### src/rtl/interrupt_controller_pkg.sv
// Shared definitions for the interrupt controller: FSM encoding, register map, vector layout.
// Latency: n/a (types, constants and one pure function only).
// Backpressure: n/a.
package interrupt_controller_pkg;

    localparam int NUM_IRQ    = 8;
    localparam int IDX_W      = 3;
    localparam int VEC_STRIDE = 4;

    // Configuration register map
    localparam logic [1:0] ADDR_MASK    = 2'd0;
    localparam logic [1:0] ADDR_BASE    = 2'd1;
    localparam logic [1:0] ADDR_PENDING = 2'd2;
    localparam logic [1:0] ADDR_STATUS  = 2'd3;

    typedef enum logic [1:0] {
        ST_IDLE = 2'd0,
        ST_REQ  = 2'd1,
        ST_SVC  = 2'd2
    } state_t;

    // Handler address for line idx: one word-sized slot per line starting at base.
    function automatic logic [31:0] vec_addr(input logic [31:0] base, input logic [IDX_W-1:0] idx);
        return base + (32'(idx) * 32'(VEC_STRIDE));
    endfunction

endpackage

### src/rtl/interrupt_controller_prio_enc8.sv
// Fixed-priority encoder: index of the lowest set bit of an 8-bit request vector, plus valid.
// Latency: combinational.
// Backpressure: none; pure function of req.
//   req : request vector, bit 0 highest priority
//   idx : index of the winning bit (0 when vld is low)
//   vld : at least one request bit set
module prio_enc8
    import interrupt_controller_pkg::*;
(
    input  logic [NUM_IRQ-1:0] req,
    output logic [IDX_W-1:0]   idx,
    output logic               vld
);

    // Scan from the top down so the lowest set bit is the last (winning) assignment.
    always_comb begin
        idx = '0;
        vld = 1'b0;
        for (int i = NUM_IRQ - 1; i >= 0; i--) begin
            if (req[i]) begin
                idx = IDX_W'(i);
                vld = 1'b1;
            end
        end
    end

endmodule

### src/rtl/interrupt_controller.sv
// Eight-line edge-triggered interrupt controller with mask, vector base and IDLE/REQ/SVC handshake FSM.
// Latency: irq edge -> PENDING one cycle, PENDING & MASK -> INT one further cycle (registered).
// Backpressure: one request in flight; new edges accumulate in PENDING until the FSM returns to IDLE.
//   clk, rst_n            : clock, async active-low reset
//   irq[7:0]              : peripheral lines (bit 0 highest priority), synchronous to clk
//   INT, isr_addr         : registered request to CPU and handler address of the latched line
//   ack, eoi              : CPU acknowledge / end-of-interrupt pulses
//   cfg_we/addr/wdata     : register writes (MASK, BASE, PENDING W1C; STATUS read-only)
//   cfg_rdata             : combinational read of the selected register
module interrupt_controller
    import interrupt_controller_pkg::*;
(
    input  logic        clk,
    input  logic        rst_n,
    input  logic [7:0]  irq,
    output logic        INT,
    input  logic        ack,
    input  logic        eoi,
    output logic [31:0] isr_addr,
    input  logic        cfg_we,
    input  logic [1:0]  cfg_addr,
    input  logic [31:0] cfg_wdata,
    output logic [31:0] cfg_rdata
);

    logic [NUM_IRQ-1:0] irq_q;
    logic               edge_en;
    logic [NUM_IRQ-1:0] irq_rise;
    logic [NUM_IRQ-1:0] pending;
    logic [NUM_IRQ-1:0] pending_nxt;
    logic [NUM_IRQ-1:0] mask;
    logic [NUM_IRQ-1:0] mask_nxt;
    logic [29:0]        base_hi;
    logic [31:0]        base;
    logic [NUM_IRQ-1:0] w1c_clr;
    logic [NUM_IRQ-1:0] ack_clr;
    logic [NUM_IRQ-1:0] eligible;
    logic [IDX_W-1:0]   win_idx;
    logic               win_vld;
    state_t             state;
    logic [IDX_W-1:0]   idx;

    logic wr_mask;
    logic wr_base;
    logic wr_pending;

    assign wr_mask    = cfg_we && (cfg_addr == ADDR_MASK);
    assign wr_base    = cfg_we && (cfg_addr == ADDR_BASE);
    assign wr_pending = cfg_we && (cfg_addr == ADDR_PENDING);

    assign base = {base_hi, 2'b00};

    // edge_en stays low for the first cycle after reset so a line already high
    // is loaded into irq_q before it can be mistaken for a rising edge.
    assign irq_rise = edge_en ? (irq & ~irq_q) : '0;

    assign w1c_clr = wr_pending ? cfg_wdata[NUM_IRQ-1:0] : '0;
    assign ack_clr = ((state == ST_REQ) && ack) ? (NUM_IRQ'(1) << idx) : '0;

    // Clears are applied first so a same-cycle edge always re-sets the bit.
    assign pending_nxt = (pending & ~w1c_clr & ~ack_clr) | irq_rise;
    assign mask_nxt    = wr_mask ? cfg_wdata[NUM_IRQ-1:0] : mask;
    assign eligible    = pending & mask;

    prio_enc8 u_prio (
        .req (eligible),
        .idx (win_idx),
        .vld (win_vld)
    );

    always_ff @(posedge clk or negedge rst_n) begin
        if (!rst_n) begin
            irq_q   <= '0;
            edge_en <= 1'b0;
            pending <= '0;
            mask    <= '0;
            base_hi <= '0;
        end else begin
            irq_q   <= irq;
            edge_en <= 1'b1;
            pending <= pending_nxt;
            mask    <= mask_nxt;
            if (wr_base) begin
                base_hi <= cfg_wdata[31:2];
            end
        end
    end

    always_ff @(posedge clk or negedge rst_n) begin
        if (!rst_n) begin
            state    <= ST_IDLE;
            INT      <= 1'b0;
            idx      <= '0;
            isr_addr <= '0;
        end else begin
            case (state)
                ST_IDLE: begin
                    if (win_vld) begin
                        idx      <= win_idx;
                        isr_addr <= vec_addr(base, win_idx);
                        INT      <= 1'b1;
                        state    <= ST_REQ;
                    end
                end
                ST_REQ: begin
                    if (ack) begin
                        INT   <= 1'b0;
                        state <= ST_SVC;
                    end else if (!pending_nxt[idx] || !mask_nxt[idx]) begin
                        // Request withdrawn by W1C or masking: INT drops on this edge.
                        INT   <= 1'b0;
                        state <= ST_IDLE;
                    end
                end
                ST_SVC: begin
                    if (eoi) begin
                        state <= ST_IDLE;
                    end
                end
                default: begin
                    INT   <= 1'b0;
                    state <= ST_IDLE;
                end
            endcase
        end
    end

    always_comb begin
        cfg_rdata = '0;
        case (cfg_addr)
            ADDR_MASK:    cfg_rdata = {24'b0, mask};
            ADDR_BASE:    cfg_rdata = base;
            ADDR_PENDING: cfg_rdata = {24'b0, pending};
            ADDR_STATUS:  cfg_rdata = {24'b0, state, 3'b000, idx};
            default:      cfg_rdata = '0;
        endcase
    end

endmodule

### config.mk
export PLATFORM = sky130hd
export DESIGN_NAME = interrupt_controller
export DESIGN_NICKNAME = d
export VERILOG_FILES = /design/src/rtl/interrupt_controller_pkg.sv /design/src/rtl/interrupt_controller_prio_enc8.sv /design/src/rtl/interrupt_controller.sv
export SDC_FILE = /design/constraint.sdc
export NUM_CORES = 1
export LEC_CHECK = 0
export BUFFER_PORTS_ARGS = -buffer_cell sky130_fd_sc_hd__buf_2
export CORE_UTILIZATION = 49
export DETAILED_ROUTE_END_ITERATION = 12
export PLACE_DENSITY = 0.87
export SLEW_MARGIN = 20
export SYNTH_ARGS = -nofsm -noshare
export SYNTH_HDL_FRONTEND = slang
export SYNTH_SLANG_ARGS = --single-unit
### constraint.sdc
create_clock -name clk -period 2.65 [get_ports clk]
set_input_delay 0.265 -clock clk [delete_from_list [all_inputs] [get_ports clk]]
set_output_delay 0.265 -clock clk [all_outputs]
set_load 0.01 [all_outputs]
Word-level counts from Yosys, hierarchy flattened
Index checks and enable logic that the tools add are counted.
{"block": "totals", "reg_bits": 93, "in_bits": 47, "out_inout_bits": 65, "elab_cells": 75}
{"block": "op_classes", "addsub": 1, "n_lt_le_gt_ge": 1, "eq_ne": 8, "shifts": 1, "muxes": 34, "bitwise": 9, "reduce_logical": 12}
{"operator": "32-bit case mux with 4 select lines", "n": 1}
{"operator": "32-bit by 5-bit adder with 32-bit output", "n": 1}
{"operator": "8-bit AND", "n": 4}
{"operator": "8-bit two-way mux", "n": 4}
{"operator": "3-bit two-way mux", "n": 8}
{"operator": "8-bit inverter", "n": 3}
{"operator": "1-bit two-way mux", "n": 13}
{"operator": "2-bit two-way mux", "n": 4}
{"operator": "8-bit OR", "n": 1}
{"operator": "1-bit by 3-bit left shift with 8-bit output (first input constant)", "n": 1}
{"operator": "1-bit binary-select mux with 3-bit select", "n": 2}
{"operator": "2-bit == test (second input constant)", "n": 3}
{"operator": "2-bit case mux with 3 select lines", "n": 1}
{"operator": "3-bit AND reduction", "n": 2}
{"operator": "2-bit by 1-bit == test with 1-bit output (second input constant)", "n": 2}
{"operator": "1-bit logical AND", "n": 4}
{"operator": "2-bit logical NOT", "n": 2}
{"operator": "3-bit by 4-bit < comparator with 1-bit output (second input constant)", "n": 1}
{"operator": "3-bit by 2-bit inequality test with 1-bit output (second input constant)", "n": 1}
{"operator": "1-bit case mux with 3 select lines", "n": 1}
{"operator": "1-bit logical NOT", "n": 2}
{"operator": "2-bit by 1-bit inequality test with 1-bit output (second input constant)", "n": 1}
{"operator": "2-bit inequality test (second input constant)", "n": 1}
{"operator": "2-bit AND reduction", "n": 1}
{"operator": "other kinds (2)", "n": 2}

Longest topological paths before layout
{"block": "depth", "ltp_word": 14, "depth_mapped": 15, "depth_no_buf": 15}

Modules after synthesis
From an unflattened synthesis, not the netlist that was laid out.
{"block": "unflattened", "hier_cells": 447, "area_unflattened_um2": 4764.6}
{"module": "interrupt_controller", "instances": 1, "cells_each": 434, "area_per_inst_um2": 4684.5}
{"module": "prio_enc8", "instances": 1, "cells_each": 13, "area_per_inst_um2": 80.1}

Worst setup path after synthesis
Ideal clock, no wire load.
{"block": "synth_timing", "path_type": "flip-flop to flip-flop", "start": "register mask[6]", "end": "register isr_addr[28]", "arrival_ps": 2461, "required_ps": 2519, "path_slack_ps": 57, "path_stages_with_launch": 16, "n_path_buf": 0, "period_less_slack_ps": 2593, "path_cell_list": "dfrtp_1 -> nand2_1 -> a32o_1 -> a22oi_1 -> a21oi_1 -> a21oi_1 -> nor2_1 -> ha_1 -> inv_1 -> fa_1 -> nor2b_1 -> o2111a_1 -> nand4_1 -> nor3_1 -> xnor2_1 -> o21ai_1"}
{"block": "synth_between", "elab_chain_cells": 9}
{"item": "from (decl)", "line": "interrupt_controller.sv:31", "text": "logic [NUM_IRQ-1:0] mask;"}
{"item": "from (signal assigned)", "line": "interrupt_controller.sv:82", "text": "mask <= mask_nxt;"}
{"item": "8-bit AND", "line": "interrupt_controller.sv:63", "text": "assign eligible = pending & mask;"}
{"item": "3-bit two-way mux (7 in a row)", "line": "interrupt_controller_prio_enc8.sv:20", "text": "if (req[i]) begin"}
{"item": "net u_prio.idx[0]", "line": "interrupt_controller_prio_enc8.sv:11", "text": "output logic [IDX_W-1:0] idx,"}
{"item": "32-bit by 5-bit adder with 32-bit output", "line": "interrupt_controller_pkg.sv:24", "text": "return base + (32'(idx) * 32'(VEC_STRIDE));"}
{"item": "to (signal assigned)", "line": "interrupt_controller.sv:100", "text": "isr_addr <= vec_addr(base, win_idx);"}
{"item": "to (decl)", "line": "interrupt_controller.sv:19", "text": "output logic [31:0] isr_addr,"}
The timed path passes the listed nets, and every way through them passes these cells.
A chain may end at the register's enable or synchronous reset.

Final worst setup path
{"block": "layout_timing", "start": "register pending[6]", "end": "register isr_addr[30]"}
{"block": "layout_between", "elab_chain_cells": 9}
{"item": "from (decl)", "line": "interrupt_controller.sv:29", "text": "logic [NUM_IRQ-1:0] pending;"}
{"item": "from (signal assigned)", "line": "interrupt_controller.sv:81", "text": "pending <= pending_nxt;"}
{"item": "8-bit AND", "line": "interrupt_controller.sv:63"}
{"item": "3-bit two-way mux (7 in a row)", "line": "interrupt_controller_prio_enc8.sv:20"}
{"item": "net u_prio.idx[0]", "line": "interrupt_controller_prio_enc8.sv:11"}
{"item": "32-bit by 5-bit adder with 32-bit output", "line": "interrupt_controller_pkg.sv:24"}
The timed path passes the listed nets, and every way through them passes these cells.

==> flow_metrics.tcl <==
set metrics [dict create \
    firstDrtPassIters 5 \
    vias 4135 \
    outcome "finished, violations left" \
    rows 35 \
    drv_slew 0 \
    finalNonFillerCells 737 \
    ys_types 59 \
    path_max_fanout 4 \
    clockBufferDepth 2 \
    port-buffer-count 109 \
    relSlewSlack_pct 45.88 \
    syn_avg_cell_area_um2 9.996 \
    dp_slack_ns -0.07916 \
    hp-class "in -> reg" \
    async_flop_share_pct 100.0 \
    comb_power_share_pct 41.0 \
    rsz0062_at_grt "true" \
    tightest_slew_ns 0.8045 \
    final-hold-violation-count 0 \
    crit_type "reg -> reg" \
    critPathRequiredTime_ns 2.89 \
    ys_seq_area_share_pct 47.76 \
    p_total_uw 5333 \
    leakagePower_uw 0.002760 \
    switching_share_pct 40.87 \
    cp_num_buf_inv 1 \
    skew_ns 0.01405 \
    wl_per_cell_um 17.23 \
    num_io_pins 112 \
    dpl.cell_count 707 \
    pwr-share-clk_pct 16.3 \
    start_kind "flip-flop" \
    setup_ws_ns -0.07015 \
    synth.area.top_cells "dfrtp_1 (48%), mux2_2 (8.3%), nand2_1 (6.1%), and2_1 (3.4%), xnor2_1 (2.6%)" \
    core_um2 9328 \
    place_congestion 0.9102 \
    synthToLayoutAreaGrowth_pct 24.53 \
    place_hpwl_mm 8.980 \
    worstPathCellList "nand2_1 > a32o_1 > a22oi_1 > a21oi_1 > a21oi_1 > nor2_1 > ha_2 > inv_2 > fa_2 > nor2b_2 > o2111a_2 > nand4_1 > nor2_1 > xnor2_1 > o21ai_1" \
    yosys_register_bits 91 \
    clk_pin_slew_ns 0.10 \
    setup_violations 8 \
    ys_top_cells_by_count "dfrtp_1 (91), nand2_1 (78), mux2_2 (35)" \
    ctsRootBufferMaster "clkbuf_8" \
    synth_edf_count 0 \
    power_density_nw_per_um2 898.1 \
    ant_nets 0 \
    postLayoutCellArea_um2 5938 \
    p_seq_share_pct 42.7 \
    drc 0 \
    start_util_pct 51.12 \
    fin_crit_ns 2.720 \
    power.switching_uw 2179 \
    clock_sinks 91 \
    dieArea_um2 10130 \
    fmax_mhz 367.6 \
    grt_usage_pct 25.67 \
    overflow 0 \
    numCtsBuffers 9 \
    antenna_cells 0 \
    clk_latency_ns 0.36 \
    drive_above_1_share_pct 35.69 \
    syn_area_um2 4768 \
    synth_warnings 0 \
    slowest_delay_ns 0.39 \
    grt_pass1_vias 4086 \
    grt_first_pass_wirelength_mm 20.06 \
    fin_nets 654 \
    placed_area_um2 5519 \
    antenna_found_initial 0 \
    fp.dieW_um 100.6 \
    synthFlopType "dfrtp_1" \
    worstPathArrival_ns 2.96 \
    cts_tree "done" \
    drt_wl_total_mm 12.70 \
    finalHoldWorstSlack_ns 0.02149 \
    synth.most_common_cell "dfrtp_1" \
    drt_iter0_drc 182 \
    period_share_pct 102.6 \
    htree_levels 3 \
    crit_path_end_kind "flip-flop" \
    die_height_um 100.6 \
    synth_top_area_share_pct 47.76 \
    grt_max_degree 56 \
    power.internal_uw 3154 \
    num-fill-cells 741 \
    cp_slowest_cell "dfrtp_1" \
    violations "negative setup slack" \
    cap_viol_max_count 0 \
    yosysTopAreaCell "dfrtp_1" \
    worst_path_dominant_cell_family "compound AO/OA/AOI/OAI gates" \
    viasPerCell 5.611 \
    ir_drop_v 0.0003961 \
    synthCells 477 \
]
registers in the layout (all words and copies together), names as in the netlist:
name / flops
INT: 1
base_hi: 30
edge_en: 1
idx: 3
irq_q: 8
isr_addr: 30
mask: 8
pending: 8
state: 2
final timing paths:
| check | start | endpoint | slack, ns | depth (start not counted) |
|---|---|---|---|---|
| setup / recovery | pending[6] | isr_addr[30] | -0.07 | 15 |
| hold / removal | irq[3] | irq_q[3] | 0.02 | 1 |
| setup reg to reg | pending[6] | isr_addr[30] | -0.07 | 15 |
| hold reg to reg | isr_addr[17] | isr_addr[17] | 0.50 | 2 |
| max in group asynchronous | rst_n | base_hi[19] | 1.60 | 3 |
| min in group asynchronous | rst_n | edge_en | 0.39 | 2 |
cell type report:
class                      count  area, um^2  share of cell area [%]
clock inverter                 7       50.05                  0.8428
clock buffer                   9       123.9                   2.086
inverter                      12       45.04                  0.7585
timing repair buffer         141       837.1                   14.10
sequential                    91        2277                   38.35
multi-input combinational    348        2444                   41.15
tap                          129       161.4                   2.718
stage by stage:
| stage | setup TNS (ns) | utilization, % |
|---|---|---|
| 3_3_place_gp | -0.0004918 | 59.17 |
| 5_1_grt | -2.609 | 63.66 |
| 2_1_floorplan | 0 | - |
| 6_report | -0.3068 | 63.66 |
| 3_5_place_dp | -0.2513 | 59.17 |
| 4_1_cts | -0.1524 | 62.16 |
layout by cell type (no fill, tap or decap), drive strengths merged, types with 9 or more instances in the layout:
cell type | Yosys | layout
nand3 | 14 | 14
xor2 | 14 | 14
dfrtp | 91 | 91
and2 | 26 | 26
buf | 7 | 133
mux2 | 36 | 36
nor2 | 24 | 24
nand3b | 10 | 10
nand2 | 78 | 78
o21ai | 42 | 42
xnor2 | 14 | 14
inv | 12 | 14
clkbuf | 20 | 9
cells by family after synthesis:
group                    synth area share, %
multiplexers                           11.05
XOR/XNOR                               5.143
buffers and inverters                  3.542
AND/OR/NAND/NOR                        20.47
flip-flops                             47.76
other                                 0.1575
adder cells (fa/ha/maj)                1.207
AO/OA/AOI/OAI                          10.68
timing repair:
item,in CTS,in global routing
pin swaps,3,9
setup buffers,2,5
hold buffers,8,0
setup endpoints to repair,6,22
gates resized for setup,5,24
endpoints found under the hold margin,43,0
metal layers:
metal	GRT usage, %	routed length, um	vias up
met4	9.588	266	0
li1	-	-	1907
met3	5.201	857	28
met5	0	0	-
met2	42.68	6318	179
met1	33.29	5256	2021
power groups by stage:
stage | Combinational (uW) | Sequential (uW) | Clock (uW)
after detailed placement | 2070 | 2280 | 0
after global placement | 2010 | 2260 | 0
after CTS | 2100 | 2260 | 882
final | 2190 | 2280 | 867
after floorplan | 1310 | 2200 | 0
after global routing | 2410 | 2330 | 936
No activity file was read; power rests on OpenSTA's default activity.
